==> src/rtl/spi_slave_4mb.sv <==
// ============================================================================
// spi_slave_4mb
// ----------------------------------------------------------------------------
// SPI mode-0 slave front end for the 4MB register block.
//
// All SPI pins are oversampled on clk_100m.  Each pin goes through a
// SYNC_STAGES-deep synchronizer and then one extra flop, and SCLK/CS_N edges
// are detected between the synchronizer output and that extra flop.  Frames
// are a fixed 56 bits, MSB first:
//
//     CMD[7:0]  ADDR[15:0]  DATA[31:0]
//
//   * Write (CMD_WR): the address is presented on addr once the address phase
//     completes.  data_mosi is loaded after the 56th SCLK rise and
//     data_mosi_rdy pulses for one cycle.
//   * Read (CMD_RD): rd_req pulses for one cycle once the address phase
//     completes.  rd_data is captured RD_LAT cycles later and shifted out on
//     spi_miso, advancing on each SCLK fall.
//   * Any other command byte is ignored until CS_N rises.  A CS_N rise before
//     a valid frame completes is an abort.  Both cases count as frame errors.
//
// Optional feature (macro SPI_ERR_CNT_EN):
//   defined   - frame_err_cnt counts aborts and bad commands, saturating at
//               8'hFF and cleared only by reset.
//   undefined - frame_err_cnt is tied to 0 and the counter is not built.
//
// Parameters:
//   SYNC_STAGES  synchronizer depth on sclk/cs_n/mosi (2..3)
//   CMD_WR       write command byte
//   CMD_RD       read command byte
//   RD_LAT       clk_100m cycles from rd_req to rd_data valid (1..3)
//
// Ports:
//   clk_100m       in   system clock, 100 MHz
//   rst_n_syn      in   synchronous active-low reset
//   spi_sclk       in   SPI clock (CPOL=0, CPHA=0), asynchronous
//   spi_cs_n       in   chip select, active-low
//   spi_mosi       in   serial data in, MSB first
//   spi_miso       out  serial data out, MSB first
//   spi_miso_oe    out  MISO output enable, high while synchronized CS_N is low
//   addr[15:0]     out  frame address, held until the next address phase ends
//   data_mosi[31:0] out write data, valid while data_mosi_rdy is high
//   data_mosi_rdy  out  one-cycle write strobe
//   rd_req         out  one-cycle read request (addr valid during it)
//   rd_data[31:0]  in   read data, sampled RD_LAT cycles after rd_req
//   frame_err_cnt[7:0] out frame error counter
// ============================================================================
module spi_slave_4mb #(
    parameter int unsigned SYNC_STAGES = 2,
    parameter logic [7:0]  CMD_WR      = 8'h02,
    parameter logic [7:0]  CMD_RD      = 8'h03,
    parameter int unsigned RD_LAT      = 2
) (
    input  logic        clk_100m,
    input  logic        rst_n_syn,
    input  logic        spi_sclk,
    input  logic        spi_cs_n,
    input  logic        spi_mosi,
    output logic        spi_miso,
    output logic        spi_miso_oe,
    output logic [15:0] addr,
    output logic [31:0] data_mosi,
    output logic        data_mosi_rdy,
    output logic        rd_req,
    input  logic [31:0] rd_data,
    output logic [7:0]  frame_err_cnt
);

    typedef enum logic [2:0] {
        S_IDLE,
        S_CMD,
        S_ADDR,
        S_RWAIT,
        S_WDATA,
        S_RDATA,
        S_DONE,
        S_IGNORE
    } state_e;

    localparam logic [1:0] RD_LAT_W = RD_LAT[1:0];

    // Bit-counter values at the rise that ends each phase.
    localparam logic [5:0] LAST_CMD_BIT  = 6'd7;
    localparam logic [5:0] LAST_ADDR_BIT = 6'd23;
    localparam logic [5:0] LAST_DATA_BIT = 6'd55;
    // MISO holds bit 31 through the fall after the last address rise; the
    // first shift happens on the fall after the first data rise.
    localparam logic [5:0] FIRST_SHIFT_CNT = 6'd25;

    // ------------------------------------------------------------------------
    // Input synchronizers and edge detection
    // ------------------------------------------------------------------------
    logic [SYNC_STAGES-1:0] sclk_sync_q, sclk_sync_d;
    logic [SYNC_STAGES-1:0] cs_sync_q,   cs_sync_d;
    logic [SYNC_STAGES-1:0] mosi_sync_q, mosi_sync_d;
    logic                   sclk_prev_q, sclk_prev_d;
    logic                   cs_prev_q,   cs_prev_d;
    logic                   mosi_prev_q, mosi_prev_d;

    logic sclk_s;
    logic cs_s;
    logic sclk_rise;
    logic sclk_fall;
    logic cs_rise;
    logic cs_fall;

    // NOTE: every signal assigned in an always_comb gets a default first, so
    // no path leaves it unassigned and no latch is inferred.
    always_comb begin
        sclk_sync_d = {sclk_sync_q[SYNC_STAGES-2:0], spi_sclk};
        cs_sync_d   = {cs_sync_q[SYNC_STAGES-2:0],   spi_cs_n};
        mosi_sync_d = {mosi_sync_q[SYNC_STAGES-2:0], spi_mosi};
        sclk_prev_d = sclk_sync_q[SYNC_STAGES-1];
        cs_prev_d   = cs_sync_q[SYNC_STAGES-1];
        mosi_prev_d = mosi_sync_q[SYNC_STAGES-1];
    end

    assign sclk_s    = sclk_sync_q[SYNC_STAGES-1];
    assign cs_s      = cs_sync_q[SYNC_STAGES-1];
    assign sclk_rise =  sclk_s & ~sclk_prev_q;
    assign sclk_fall = ~sclk_s &  sclk_prev_q;
    assign cs_rise   =  cs_s   & ~cs_prev_q;
    assign cs_fall   = ~cs_s   &  cs_prev_q;

    // NOTE: the reset here is synchronous, so it sits inside the clocked
    // block.  The synchronizers reset to the bus idle levels (SCLK low,
    // CS_N high) so that leaving reset with an idle bus creates no edges.
    always_ff @(posedge clk_100m) begin
        if (!rst_n_syn) begin
            sclk_sync_q <= '0;
            cs_sync_q   <= '1;
            mosi_sync_q <= '0;
            sclk_prev_q <= 1'b0;
            cs_prev_q   <= 1'b1;
            mosi_prev_q <= 1'b0;
        end else begin
            // NOTE: sequential state uses non-blocking assignments so every
            // flop samples values from before this edge.
            sclk_sync_q <= sclk_sync_d;
            cs_sync_q   <= cs_sync_d;
            mosi_sync_q <= mosi_sync_d;
            sclk_prev_q <= sclk_prev_d;
            cs_prev_q   <= cs_prev_d;
            mosi_prev_q <= mosi_prev_d;
        end
    end

    // ------------------------------------------------------------------------
    // Frame FSM and datapath
    // ------------------------------------------------------------------------
    state_e      state_q,         state_d;
    logic [5:0]  bit_cnt_q,       bit_cnt_d;
    logic [31:0] shift_q,         shift_d;
    logic        is_rd_q,         is_rd_d;
    logic [1:0]  lat_cnt_q,       lat_cnt_d;
    logic [31:0] miso_sr_q,       miso_sr_d;
    logic [15:0] addr_q,          addr_d;
    logic [31:0] data_mosi_q,     data_mosi_d;
    logic        data_mosi_rdy_q, data_mosi_rdy_d;
    logic        rd_req_q,        rd_req_d;
    logic        spi_miso_q,      spi_miso_d;
    logic        spi_miso_oe_q,   spi_miso_oe_d;

    logic [31:0] shift_nxt;
    logic        in_frame;
    logic        cmd_done;
    logic        cmd_ok;
    logic        addr_done;
    logic        data_done;
    logic        bad_cmd;
    logic        frame_abort;

    // The MOSI sample comes from the extra flop so that it is aligned with
    // the sclk_prev flop used for the rise detection.
    assign shift_nxt = {shift_q[30:0], mosi_prev_q};

    assign in_frame  = (state_q == S_CMD)   || (state_q == S_ADDR)  ||
                       (state_q == S_RWAIT) || (state_q == S_WDATA) ||
                       (state_q == S_RDATA);
    assign cmd_done  = (state_q == S_CMD)  && sclk_rise && (bit_cnt_q == LAST_CMD_BIT);
    assign addr_done = (state_q == S_ADDR) && sclk_rise && (bit_cnt_q == LAST_ADDR_BIT);
    assign data_done = ((state_q == S_WDATA) || (state_q == S_RDATA)) &&
                       sclk_rise && (bit_cnt_q == LAST_DATA_BIT);
    assign cmd_ok    = (shift_nxt[7:0] == CMD_WR) || (shift_nxt[7:0] == CMD_RD);
    assign bad_cmd   = cmd_done && !cmd_ok;

    // The 56th rise completes the frame before a coincident CS_N rise is
    // considered, and a bad command is already counted, so neither of those
    // is an abort.
    assign frame_abort = cs_rise && in_frame && !data_done && !bad_cmd;

    always_comb begin
        state_d         = state_q;
        bit_cnt_d       = bit_cnt_q;
        shift_d         = shift_q;
        is_rd_d         = is_rd_q;
        lat_cnt_d       = lat_cnt_q;
        miso_sr_d       = miso_sr_q;
        addr_d          = addr_q;
        data_mosi_d     = data_mosi_q;
        data_mosi_rdy_d = 1'b0;
        rd_req_d        = 1'b0;
        spi_miso_oe_d   = ~cs_s;

        // The bit counter counts every SCLK rise of the frame, so the phase
        // boundaries are absolute bit positions.
        if (in_frame && sclk_rise) begin
            shift_d   = shift_nxt;
            bit_cnt_d = bit_cnt_q + 6'd1;
        end

        case (state_q)
            S_IDLE: begin
                if (cs_fall) begin
                    state_d   = S_CMD;
                    bit_cnt_d = 6'd0;
                end
            end

            S_CMD: begin
                if (cmd_done) begin
                    if (cmd_ok) begin
                        is_rd_d = (shift_nxt[7:0] == CMD_RD);
                        state_d = S_ADDR;
                    end else begin
                        state_d = cs_rise ? S_IDLE : S_IGNORE;
                    end
                end
            end

            S_ADDR: begin
                if (addr_done) begin
                    addr_d = shift_nxt[15:0];
                    if (is_rd_q) begin
                        rd_req_d  = 1'b1;
                        lat_cnt_d = 2'd0;
                        state_d   = S_RWAIT;
                    end else begin
                        state_d   = S_WDATA;
                    end
                end
            end

            // lat_cnt is 0 while rd_req is high, so it reaches RD_LAT in the
            // cycle where rd_data is valid.
            S_RWAIT: begin
                if (lat_cnt_q == RD_LAT_W) begin
                    miso_sr_d = rd_data;
                    state_d   = S_RDATA;
                end else begin
                    lat_cnt_d = lat_cnt_q + 2'd1;
                end
            end

            S_WDATA: begin
                if (data_done) begin
                    data_mosi_d     = shift_nxt;
                    data_mosi_rdy_d = 1'b1;
                    state_d         = cs_rise ? S_IDLE : S_DONE;
                end
            end

            S_RDATA: begin
                if (sclk_fall && (bit_cnt_q >= FIRST_SHIFT_CNT)) begin
                    miso_sr_d = {miso_sr_q[30:0], 1'b0};
                end
                if (data_done) begin
                    state_d = cs_rise ? S_IDLE : S_DONE;
                end
            end

            S_DONE, S_IGNORE: begin
                if (cs_rise) begin
                    state_d = S_IDLE;
                end
            end

            default: begin
                state_d = S_IDLE;
            end
        endcase

        // An abort drops everything not yet issued.  A rd_req that was
        // issued in an earlier cycle has already gone out.
        if (frame_abort) begin
            state_d         = S_IDLE;
            addr_d          = addr_q;
            data_mosi_d     = data_mosi_q;
            data_mosi_rdy_d = 1'b0;
            rd_req_d        = 1'b0;
        end

        spi_miso_d = (state_d == S_RDATA) ? miso_sr_d[31] : 1'b0;
    end

    always_ff @(posedge clk_100m) begin
        if (!rst_n_syn) begin
            state_q         <= S_IDLE;
            bit_cnt_q       <= 6'd0;
            shift_q         <= 32'd0;
            is_rd_q         <= 1'b0;
            lat_cnt_q       <= 2'd0;
            miso_sr_q       <= 32'd0;
            addr_q          <= 16'd0;
            data_mosi_q     <= 32'd0;
            data_mosi_rdy_q <= 1'b0;
            rd_req_q        <= 1'b0;
            spi_miso_q      <= 1'b0;
            spi_miso_oe_q   <= 1'b0;
        end else begin
            state_q         <= state_d;
            bit_cnt_q       <= bit_cnt_d;
            shift_q         <= shift_d;
            is_rd_q         <= is_rd_d;
            lat_cnt_q       <= lat_cnt_d;
            miso_sr_q       <= miso_sr_d;
            addr_q          <= addr_d;
            data_mosi_q     <= data_mosi_d;
            data_mosi_rdy_q <= data_mosi_rdy_d;
            rd_req_q        <= rd_req_d;
            spi_miso_q      <= spi_miso_d;
            spi_miso_oe_q   <= spi_miso_oe_d;
        end
    end

    assign addr          = addr_q;
    assign data_mosi     = data_mosi_q;
    assign data_mosi_rdy = data_mosi_rdy_q;
    assign rd_req        = rd_req_q;
    assign spi_miso      = spi_miso_q;
    assign spi_miso_oe   = spi_miso_oe_q;

    // ------------------------------------------------------------------------
    // Frame error counter
    // ------------------------------------------------------------------------
`ifdef SPI_ERR_CNT_EN
    logic [7:0] err_cnt_q, err_cnt_d;
    logic       frame_err;

    // Abort and bad command cannot both happen in one frame, so a single
    // increment per cycle is enough.
    assign frame_err = frame_abort | bad_cmd;

    always_comb begin
        err_cnt_d = err_cnt_q;
        if (frame_err && (err_cnt_q != 8'hFF)) begin
            err_cnt_d = err_cnt_q + 8'd1;
        end
    end

    always_ff @(posedge clk_100m) begin
        if (!rst_n_syn) begin
            err_cnt_q <= 8'd0;
        end else begin
            err_cnt_q <= err_cnt_d;
        end
    end

    assign frame_err_cnt = err_cnt_q;
`else
    assign frame_err_cnt = 8'h00;
`endif

endmodule
==> config.mk <==
export PLATFORM = sky130hd
export DESIGN_NAME = spi_slave_4mb
export DESIGN_NICKNAME = d
export VERILOG_FILES = /design/src/rtl/spi_slave_4mb.sv
export SDC_FILE = /design/constraint.sdc
export NUM_CORES = 1
export LEC_CHECK = 0
export CAP_MARGIN = 20
export CORE_UTILIZATION = 52
export CTS_CLUSTER_SIZE = 12
export DETAILED_ROUTE_END_ITERATION = 12
export MAX_ROUTING_LAYER = met4
export PLACE_DENSITY = 0.79
export SETUP_SLACK_MARGIN = 0.1
export SLEW_MARGIN = 20
export SYNTH_ARGS = -nofsm -noshare
export SYNTH_HDL_FRONTEND = slang
export SYNTH_SLANG_ARGS = --single-unit
==> constraint.sdc <==
create_clock -name clk_100m -period 2.6 [get_ports clk_100m]
set_input_delay 0.26 -clock clk_100m [delete_from_list [all_inputs] [get_ports clk_100m]]
set_output_delay 0.26 -clock clk_100m [all_outputs]
set_load 0.1 [all_outputs]
== Word-level counts from Yosys, hierarchy flattened ==
Cells that the tools add are included.
Storage, ports and cells
  register bits: 136
  word-level logic and storage cells: 112
Operators by class
  mux-type cells: 24
  add/subtract/negate cells: 2
  bitwise logic cells: 13
  equality and inequality tests: 19
  reductions and logical operators: 34
  order comparisons: 1
Operator list (count)
  $mux 32: 2
  $pmux 32 s2: 1
  $mux 3: 11
  $mux 6: 3
  $pmux 3 s6: 1
  $eq 8x2->1 const B: 2
  $eq 3x3->1 const B: 5
  $logic_and 1x1->1: 12
  $reduce_and 3->1: 4
  $not 1->1: 9
  $add 6x1->6 const B: 1
  $eq 3x2->1 const B: 2
  $eq 6x3->1 const B: 1
  $eq 6x5->1 const B: 1
  $eq 6x6->1 const B: 1
  $ge 6x5->1 const B: 1
  $logic_or 1x1->1: 6
  $mux 2: 3
  $ne 2x2->1 const B: 3
  $and 1x1->1: 4
  $ne 2x1->1 const B: 2
  $pmux 2 s2: 1
  $reduce_and 4->1: 1
  $reduce_bool 2->1: 2
  other kinds (10): 14

== Logic depth before layout (Yosys ltp) ==
  depth after elaboration: 11
  mapped depth: 9
  depth with buffers taken out: 8

== Worst setup path after synthesis ==
No wires, ideal clock.
  kind: register -> register
  start: register bit_cnt_q[1]
  end: register miso_sr_q[10]
  library setup time: 0.125 ns
  stages on the path, launching flop included: 10
  buffers on the path: 1
  data required time: 2.475 ns
  data arrival time: 1.838 ns
  slack: 0.637 ns
  clock period less this slack: 1.963 ns
  cell sequence: dfxtp_1 -> inv_1 -> ha_1 -> or3b_2 -> a31oi_1 -> nor3b_1 -> nor2b_1 -> clkbuf_1 -> a222oi_1 -> nor2b_1
Between the ends
  word-level cells in the longest chain between the ends: 4
Ends and longest elaborated chain
  from (decl): RTL line 152  | logic [5:0] bit_cnt_q, bit_cnt_d;
  from (signal assigned): RTL line 312  | bit_cnt_q <= bit_cnt_d;
  $ge 6x5->1: RTL line 264  | if (sclk_fall && (bit_cnt_q >= FIRST_SHIFT_CNT)) begin
  $logic_and 1x1->1: RTL line 264
  $ne 2x1->1 (no source line)
  $reduce_and 3->1 (no source line)
  to (signal assigned): RTL line 316  | miso_sr_q <= miso_sr_d;
  to (decl): RTL line 156  | logic [31:0] miso_sr_q, miso_sr_d;
No other way between the ends.
A chain may end at the register's enable or synchronous reset.

== Final worst setup path ==
  start: register bit_cnt_q[0]
  end: register miso_sr_q[25]
The elaborated chain is that of the path after synthesis.

==> impl_metrics.py <==
metrics = {
    "detailed_routing": {
        "ant_nets": 0,
        "dr.pass1.iters": 9,
        "vias": 4497,
        "wl_um": 11800,
        "vias_per_cell": 5.48,
        "drc_errors": 0,
        "wire_per_inst_um": 14.4,
        "first_iter_violations": 490,
    },
    "floorplan": {
        "core_mm2": 0.00991,
        "die_w_um": 104,
        "die_y_um": 104,
        "rows": 36,
        "io_pins": 97,
        "fp.dieArea_mm2": 0.0108,
        "start_util_pct": 54.5,
    },
    "worst_setup_path": {
        "arrival_ps": 2760,
        "cp_data_required_time_ps": 2980,
        "critPathMaxFanout": 31,
        "crit_type": "reg2reg",
        "end_kind": "flip-flop",
        "cp-start-kind": "flip-flop",
    },
    "synth": {
        "synth_edf_count": 0,
        "syn_inst": 607,
        "netlist_area_mm2": 0.00541,
        "ys_seq_elements": 136,
        "ys_warn_count": 0,
        "synth_ff_type": "dfxtp_1",
        "synth_seq_area_share_pct": 50.4,
        "synth_cell_type_count": 53,
        "synth-async-reset-ratio_pct": 0,
        "avgSynthCellArea_um2": 8.90,
    },
    "power_and_ir_drop": {
        "leakagePower_nw": 2.44,
        "ir_drop_uv": 414,
        "p_per_area_mw_per_mm2": 674,
        "power_mw": 4.55,
    },
    "final_layout": {
        "diodes": 0,
        "drive_above_1_share_pct": 15.7,
        "fill_cells": 821,
        "layout_common_cells": "nand2_1 (157), dfxtp_1 (136), buf_4 (65), a21boi_0 (63), nor2b_1 (37)",
        "layout_commonest_cell": "nand2_1",
        "final_area_mm2": 0.00675,
        "final_nets": 718,
        "fin_util_pct": 68.1,
        "area_delta_synth_final_pct": 24.8,
        "layout.cells.non_filler": 821,
    },
    "timing": {
        "rsz0062_at_grt": "false",
        "tightest_slew_ps": 574,
        "slew_viol_final": 0,
        "skew_ps": 7.68,
        "relSlewSlack_pct": 61.3,
        "fmax_mhz": 421,
        "setup_violations": 0,
        "fin_crit_sh_pct": 91.4,
        "hold_viol_final": 0,
        "period_needed_ps": 2380,
        "setup_tns_ps": 0,
    },
    "status": {
        "status": "finished clean",
    },
    "place": {
        "portBuffers": 88,
        "placed_area_mm2": 0.00618,
        "gp_congestion": 0.846,
        "dp_hpwl_um": 7600,
        "dpl.cell_count": 791,
    },
    "clocking": {
        "clockRootBuffer": "clkbuf_8",
        "clk_pin_slew_ps": 60,
        "cts_tree": "yes",
        "clk_latency_ps": 510,
        "ctsHtreeMaxLevel": 4,
        "clockBufferDepth": 2,
        "ctsResizeCount": 0,
        "numCtsBuffers": 17,
        "postCtsSetupBuffers": 0,
        "holdBufCountCts": 0,
        "cts_sinks": 136,
    },
    "global_route": {
        "grt_max_degree": 60,
        "grt_pass1_vias": 4235,
        "overflow": 0,
        "antenna_found_initial": 0,
        "grt_use_total_pct": 23.0,
        "grt_pass1_wl_um": 19800,
    },
    "hold_path": {
        "hp-class": "in2reg",
    },
    "run": {
        "maxCapViolCount": 0,
    },
}
-- kinds of logic after synthesis --
kind of cell / after synthesis / share of synthesized area (%)
flops: 136 / 50.4
mux: 1 / 0.185
compound gates: 131 / 18.8
buf+inv: 60 / 5.07
fa+ha+maj: 4 / 0.926
other cells: 1 / 0.0694
xor+xnor: 5 / 0.810
simple gates: 269 / 23.7
-- registers in the layout, summed over array words and instances, names as in the netlist, 2 cells and up --
register	cells
mosi_sync_q	2
miso_sr_q	32
data_mosi	32
addr	16
shift_q	31
bit_cnt_q	6
lat_cnt_q	2
state_q	3
cs_sync_q	2
sclk_sync_q	2
-- stage by stage --
step,hold WS [ps],worst slack (ps)
floorplan,361,637
global placement,398,440
detailed placement,401,303
CTS,169,266
global route,184,119
finish,193,223
-- power breakdown --
group | total [mW] | switching (mW) | internal, mW
clock network | 2.27 | 0.861 | 1.40
logic | 0.185 | 0.106 | 0.0790
registers | 2.10 | 0.00602 | 2.09
total | 4.55 | 0.973 | 3.58
-- synth_stat cells, drive strengths merged, types with 2 or more instances --
master	count	area share [%]
a21oi	4	0.51
or3	2	0.23
o21ai	20	1.9
nand4	3	0.35
clkbuf	40	3.0
and2	8	0.93
xor2	3	0.49
a41o	2	0.37
and3	3	0.37
nor4	2	0.51
xnor2	2	0.32
nand2b	4	0.46
nor2b	38	4.4
a222oi	31	5.7
nand3	23	2.1
buf	16	1.8
ha	4	0.93
nor3b	3	0.42
a21boi	63	8.7
inv	4	0.28
or3b	2	0.32
nor2	13	0.90
nand2	157	11
a31oi	3	0.35
dfxtp	136	50
nor3	3	0.37
-- worst max-delay path: stages (launching register included) --
cell and delay [ps]:
dfxtp_1 420, inv_1 70, ha_1 190, or3b_2 180
a31oi_1 80, nor3b_1 400, o211ai_2 120, buf_4 260
a222oi_1 440, nor2b_1 80
-- cell type report --
| cell class | instances | area (µm²) | area share (%) |
|---|---|---|---|
| clock buffers | 19 | 442 | 6.55 |
| clock inverters | 11 | 125 | 1.85 |
| inverters | 4 | 15.0 | 0.223 |
| multi-input cells | 418 | 2440 | 36.1 |
| flip-flops and latches | 136 | 2720 | 40.4 |
| well taps | 133 | 166 | 2.47 |
| repair buffers | 100 | 838 | 12.4 |
-- layer usage --
layer  global-route usage (%)  wire length (µm)
met5                        -                 0
met4                     8.67               119
met1                     27.6              5220
met3                     6.20               711
met2                     37.0              5760
-- path summary, 6_finish.rpt --
check | slack [ps] | cells after the start | endpoint | startpoint
worst min register to register | 410 | 1 | cs_sync_q[1]$_SDFF_PN1_ | cs_sync_q[0]$_SDFF_PN1_
worst min-delay path | 190 | 2 | cs_sync_q[1]$_SDFF_PN1_ | rst_n_syn
worst max register to register | 220 | 9 | miso_sr_q[25]$_SDFFE_PN0P_ | bit_cnt_q[0]$_SDFF_PN0_
worst max-delay path | 220 | 9 | miso_sr_q[25]$_SDFFE_PN0P_ | bit_cnt_q[0]$_SDFF_PN0_
Note: power is estimated with default switching activity, not from simulation.
